$ cat src/rtl/counter_sched_pkg.sv
//==============================================================================
// Module   : counter_sched_pkg
// Brief    : Shared types and helpers for the round-robin pulse-counter
//            scheduler.
// Revision : 1.0 - initial release
//==============================================================================
`default_nettype none

package counter_sched_pkg;

  // Scheduler FSM states.
  typedef enum logic [1:0] {
    S_IDLE = 2'd0,
    S_LOAD = 2'd1,
    S_RUN  = 2'd2,
    S_DONE = 2'd3
  } sched_state_t;

  // Width of a requester index; never below one bit.
  function automatic int owner_width(input int n);
    return (n < 2) ? 1 : $clog2(n);
  endfunction

endpackage

`default_nettype wire

$ cat src/rtl/counter_scheduler_rr_arbiter.sv
//==============================================================================
// Module   : rr_arbiter
// Brief    : Combinational round-robin pick: first asserted request at or
//            after the pointer, wrapping modulo NREQ.
// Revision : 1.0 - initial release
//==============================================================================
`default_nettype none

module rr_arbiter
  import counter_sched_pkg::*;
#(
  parameter  int NREQ = 4,
  localparam int OW   = owner_width(NREQ)
) (
  input  logic [NREQ-1:0] req,
  input  logic [OW-1:0]   ptr,
  output logic [OW-1:0]   gnt_idx,
  output logic            gnt_valid
);

  int w_slot;

  // Scan NREQ slots starting at ptr and keep the first one that requests.
  always_comb begin
    gnt_idx   = '0;
    gnt_valid = 1'b0;
    w_slot    = 0;
    for (int k = 0; k < NREQ; k++) begin
      w_slot = int'(ptr) + k;
      if (w_slot >= NREQ) begin
        w_slot = w_slot - NREQ;
      end
      if (!gnt_valid && req[OW'(w_slot)]) begin
        gnt_valid = 1'b1;
        gnt_idx   = OW'(w_slot);
      end
    end
  end

endmodule

`default_nettype wire

$ cat src/rtl/counter_scheduler.sv
//==============================================================================
// Module   : counter_scheduler
// Brief    : Shares one pulse-timing counter among NREQ requesters. Grants
//            round-robin, latches the owner's threshold and drives pulse_out
//            high for exactly that many cycles, then reports done.
// Revision : 1.0 - initial release
//==============================================================================
`default_nettype none

module counter_scheduler
  import counter_sched_pkg::*;
#(
  parameter  int NREQ = 4,
  parameter  int CW   = 32,
  localparam int OW   = owner_width(NREQ)
) (
  input  logic             clk,
  input  logic             reset,
  input  logic [NREQ-1:0]  req,
  input  logic [NREQ*CW-1:0] threshold,
  output logic [NREQ-1:0]  ack,
  output logic [NREQ-1:0]  done,
  output logic             pulse_out,
  output logic [OW-1:0]    owner,
  output logic             busy
);

  sched_state_t   r_state;
  logic [CW-1:0]  r_thr;
  logic [CW-1:0]  r_cnt;
  logic [OW-1:0]  r_ptr;

  logic [OW-1:0]  w_gnt_idx;
  logic           w_gnt_valid;
  logic [OW-1:0]  w_next_ptr;
  logic [CW-1:0]  w_thr_slot [NREQ];

  // Unpack the flat threshold bus into one slot per requester.
  for (genvar i = 0; i < NREQ; i++) begin : g_thr_slot
    assign w_thr_slot[i] = threshold[i*CW +: CW];
  end

  rr_arbiter #(
    .NREQ (NREQ)
  ) u_arb (
    .req       (req),
    .ptr       (r_ptr),
    .gnt_idx   (w_gnt_idx),
    .gnt_valid (w_gnt_valid)
  );

  // After a finished or aborted job the search starts just past the owner.
  assign w_next_ptr = (owner == OW'(NREQ - 1)) ? '0 : owner + OW'(1);

  // Decoded from the state register only, so no input-to-output path.
  assign busy = (r_state != S_IDLE);

  // Scheduler FSM, shared counter and registered outputs.
  always_ff @(posedge clk or posedge reset) begin
    if (reset) begin
      r_state   <= S_IDLE;
      r_thr     <= '0;
      r_cnt     <= '0;
      r_ptr     <= '0;
      owner     <= '0;
      ack       <= '0;
      done      <= '0;
      pulse_out <= 1'b0;
    end else begin
      ack  <= '0;
      done <= '0;
      case (r_state)
        S_IDLE: begin
          if (w_gnt_valid) begin
            r_thr   <= w_thr_slot[w_gnt_idx];
            r_cnt   <= '0;
            owner   <= w_gnt_idx;
            r_state <= S_LOAD;
          end
        end
        S_LOAD: begin
          ack[owner] <= 1'b1;
          if (r_thr == '0) begin
            r_state <= S_DONE;
          end else begin
            pulse_out <= 1'b1;
            r_state   <= S_RUN;
          end
        end
        S_RUN: begin
          r_cnt <= r_cnt + CW'(1);
          // A withdrawn request wins over normal completion: no done.
          if (!req[owner]) begin
            pulse_out <= 1'b0;
            r_ptr     <= w_next_ptr;
            r_state   <= S_IDLE;
          end else if (r_cnt == r_thr - CW'(1)) begin
            pulse_out <= 1'b0;
            r_state   <= S_DONE;
          end
        end
        S_DONE: begin
          done[owner] <= 1'b1;
          r_ptr       <= w_next_ptr;
          r_state     <= S_IDLE;
        end
        default: begin
          r_state <= S_IDLE;
        end
      endcase
    end
  end

endmodule

`default_nettype wire

$ cat config.mk
export PLATFORM = sky130hd
export DESIGN_NAME = counter_scheduler
export DESIGN_NICKNAME = d
export VERILOG_FILES = /design/src/rtl/counter_sched_pkg.sv /design/src/rtl/counter_scheduler_rr_arbiter.sv /design/src/rtl/counter_scheduler.sv
export SDC_FILE = /design/constraint.sdc
export NUM_CORES = 1
export LEC_CHECK = 0
export CAP_MARGIN = 20
export CORE_AREA = 4 4 123 125
export CTS_CLUSTER_DIAMETER = 30
export DETAILED_ROUTE_END_ITERATION = 7
export DIE_AREA = 0 0 127 129
export GPL_TIMING_DRIVEN = 1
export PLACE_DENSITY = 0.63
export SYNTH_ARGS = -nofsm -noshare
export SYNTH_HDL_FRONTEND = slang
export SYNTH_SLANG_ARGS = --single-unit
$ cat constraint.sdc
create_clock -name clk -period 5.25 [get_ports clk]
set_clock_uncertainty 0.1 [all_clocks]
set_input_delay 1.05 -clock clk [delete_from_list [all_inputs] [get_ports clk]]
set_output_delay 1.05 -clock clk [all_outputs]
set_load 0.01 [all_outputs]
==> impl_metrics.tcl <==
set metrics [dict create \
    grt_overflow 0 \
    hold_viol 0 \
    finalNetCount 1002 \
    tritoncts "built" \
    first_global_vias 5625 \
    syn_area_sq_mm 0.00548 \
    std_cell_rows 43 \
    worst_slew_pin_slew_ns 1.01 \
    hp-class "flip-flop to flip-flop" \
    combPwrFrac_pct 47.2 \
    seqPwrFrac_pct 32.4 \
    rsz0062_at_grt "no" \
    synth_seq_area_share_pct 36.1 \
    die-width_microns 127 \
    htreeDepth 3 \
    finalInstanceArea_sq_mm 0.00743 \
    avgSynthCellArea_sq_um 7.38 \
    cts_setup_buffers 0 \
    leakagePower_uw 0.00322 \
    synth_ff_type "dfrtp_1" \
    coreArea_sq_mm 0.0139 \
    setup_viol 0 \
    layout_commonest_cell "nand2_1" \
    clkSinkCount 79 \
    drive_gt1_share_pct 5.54 \
    start_kind "flip-flop" \
    status "finished clean" \
    synth_edf_count 0 \
    final_antenna_net_count 0 \
    p_sw_uw 1420 \
    async_flop_share_pct 100 \
    p_clk_share_pct 20.4 \
    start_util_pct 39.5 \
    die_h_microns 129 \
    diodes 0 \
    cts_hold_buf 0 \
    tns_ns 0 \
    wl_per_cell_microns 15.6 \
    track_usage_pct 20.6 \
    grt_pass1_wl_microns 27500 \
    dr.pass1.iters 4 \
    hpwl_microns 13100 \
    required_ns 5.37 \
    relSlewSlack_pct 32.4 \
    layout_common_cells "nand2_1, clkdlybuf4s50_1, o21ai_0, dfrtp_1, nand3_1" \
    clockBufferDepth 2 \
    vias 5490 \
    numPortBuffers 145 \
    crit_type "flip-flop to flip-flop" \
    drc 0 \
    netSwitchingFraction_pct 43.0 \
    postSynthCellCount 742 \
    cts_resized 0 \
    ff2ff_setup_slack_ns 1.81 \
    fin_crit_ns 3.44 \
    routed_via_density 5.24 \
    endpoint_kind "flip-flop" \
    grt_antenna_before_repair 0 \
    place.gp.congestion 0.911 \
    min_period_over_period_pct 65.5 \
    drt-total-wl_microns 16300 \
    cts_buffers 9 \
    p_per_area_mw_per_mm2 443 \
    clk_pin_slew_ns 0.06 \
    insertion_delay_ns 0.34 \
    cts_root_buf "clkbuf_16" \
    ir_drop_mv 0.208 \
    syn_nets 882 \
    die_area_sq_mm 0.0164 \
    grt_max_degree 65 \
    arrival_ns 3.56 \
    max_freq_mhz 291 \
    synth.yosys.warnings 0 \
    placed_area_sq_mm 0.00709 \
    layout_setup_ws_ns 1.81 \
    ys_ff_latch 79 \
    maxCapViolCount 0 \
    syn2layout_area_growth_pct 35.6 \
    finalMaxSlewViolations 0 \
    drtIter0Drc 433 \
    ioPinCount 146 \
    place_ws_ns 1.55 \
    internal_power_uw 1880 \
    ys_types 55 \
    cp_max_fo 9 \
]
-- stage by stage --
step	hold slack (ns)	util, %	cells	total power, uW
2_1_floorplan	0.377	-	742	2110
3_3_place_gp	0.406	50.9	1029	2580
3_5_place_dp	0.415	51.1	1030	2630
4_1_cts	0.424	53.4	1046	3310
5_1_grt	0.446	53.5	1047	3600
6_report	0.427	53.5	1047	3290
-- cell families (layout without fill, tap and decap cells) --
kind of cell / count (synthesis) / after routing / synth area share (%)
xor gates and xnor gates: 45 / 45 / 7.19
muxes: 13 / 13 / 2.65
and+or+nand+nor: 405 / 405 / 34.6
DFF: 79 / 79 / 36.1
buffers and inverters: 59 / 184 / 4.04
adders and majority gates: 6 / 6 / 1.37
AOI/OAI and AO/OA: 135 / 135 / 14.1
-- layer usage --
layer | part of all wire [%] | up-vias | GRT usage [%]
met5 | 0 | - | 0
met2 | 43 | 155 | 31.3
met3 | 6.3 | 19 | 5.52
met4 | 2.3 | 0 | 7.00
met1 | 48 | 2514 | 28.5
li1 | - | 2802 | -
-- final timing paths --
check                               start         to  depth (start not counted)
worst max-delay path             r_thr[0]  pulse_out                         10
worst min-delay path            r_cnt[29]  r_cnt[29]                          1
worst max register to register   r_thr[0]  pulse_out                         10
worst min register to register  r_cnt[29]  r_cnt[29]                          1
max in group asynchronous           reset  r_thr[18]                          3
min in group asynchronous           reset   r_cnt[8]                          2
-- worst max-delay path, cell delays in order (launching register included) --
cell	delay (ns)
dfrtp_1	0.48
inv_1	0.10
ha_1	0.21
nor3b_2	0.52
nand4_1	0.29
nor3_2	0.38
xnor2_1	0.12
or3_1	0.32
a211oi_2	0.30
a21oi_1	0.13
a221o_1	0.36
-- power by group through the flow --
stage,Sequential (uW),Combinational (uW),Clock [uW]
after floorplan,957,1150,0
after global placement,1070,1520,0
after detailed placement,1080,1550,0
after CTS,1070,1560,684
after global routing,1110,1790,709
final,1070,1560,671
-- registers in the layout, summed over array words and instances, names as in the netlist --
name / cells
ack: 4
r_thr: 32
owner: 2
r_cnt: 32
r_ptr: 2
done: 4
r_state: 2
pulse_out: 1
-- cell usage after synthesis, drive strengths merged, types with 3 or more instances --
master	number	area share, %
and4	5	0.80
nand4	17	1.9
nand3	57	5.2
or4	4	0.68
or3	3	0.34
buf	9	0.62
and2	8	0.91
xnor2	27	4.3
o31ai	6	0.82
ha	6	1.4
o21ai	90	8.2
o22ai	5	0.57
and3	11	1.3
o211ai	7	0.96
xor2	18	2.9
a21oi	11	1.0
dfrtp	79	36
nor4	5	1.2
nor3	17	1.6
mux2i	10	1.8
a211oi	3	0.50
clkbuf	37	2.5
nand2b	3	0.34
nor2	21	1.5
inv	13	0.89
nand2	241	17
-- final cells by class --
cell class | instances | area [sq um]
sequential | 79 | 1980
clock buffer | 9 | 225
timing repair buffer | 155 | 1550
inverter | 13 | 48.8
fill | 1321 | 6450
clock inverter | 7 | 97.6
multi-input combinational | 604 | 3310
tap | 180 | 225
Note: power is estimated with default switching activity, not from simulation.
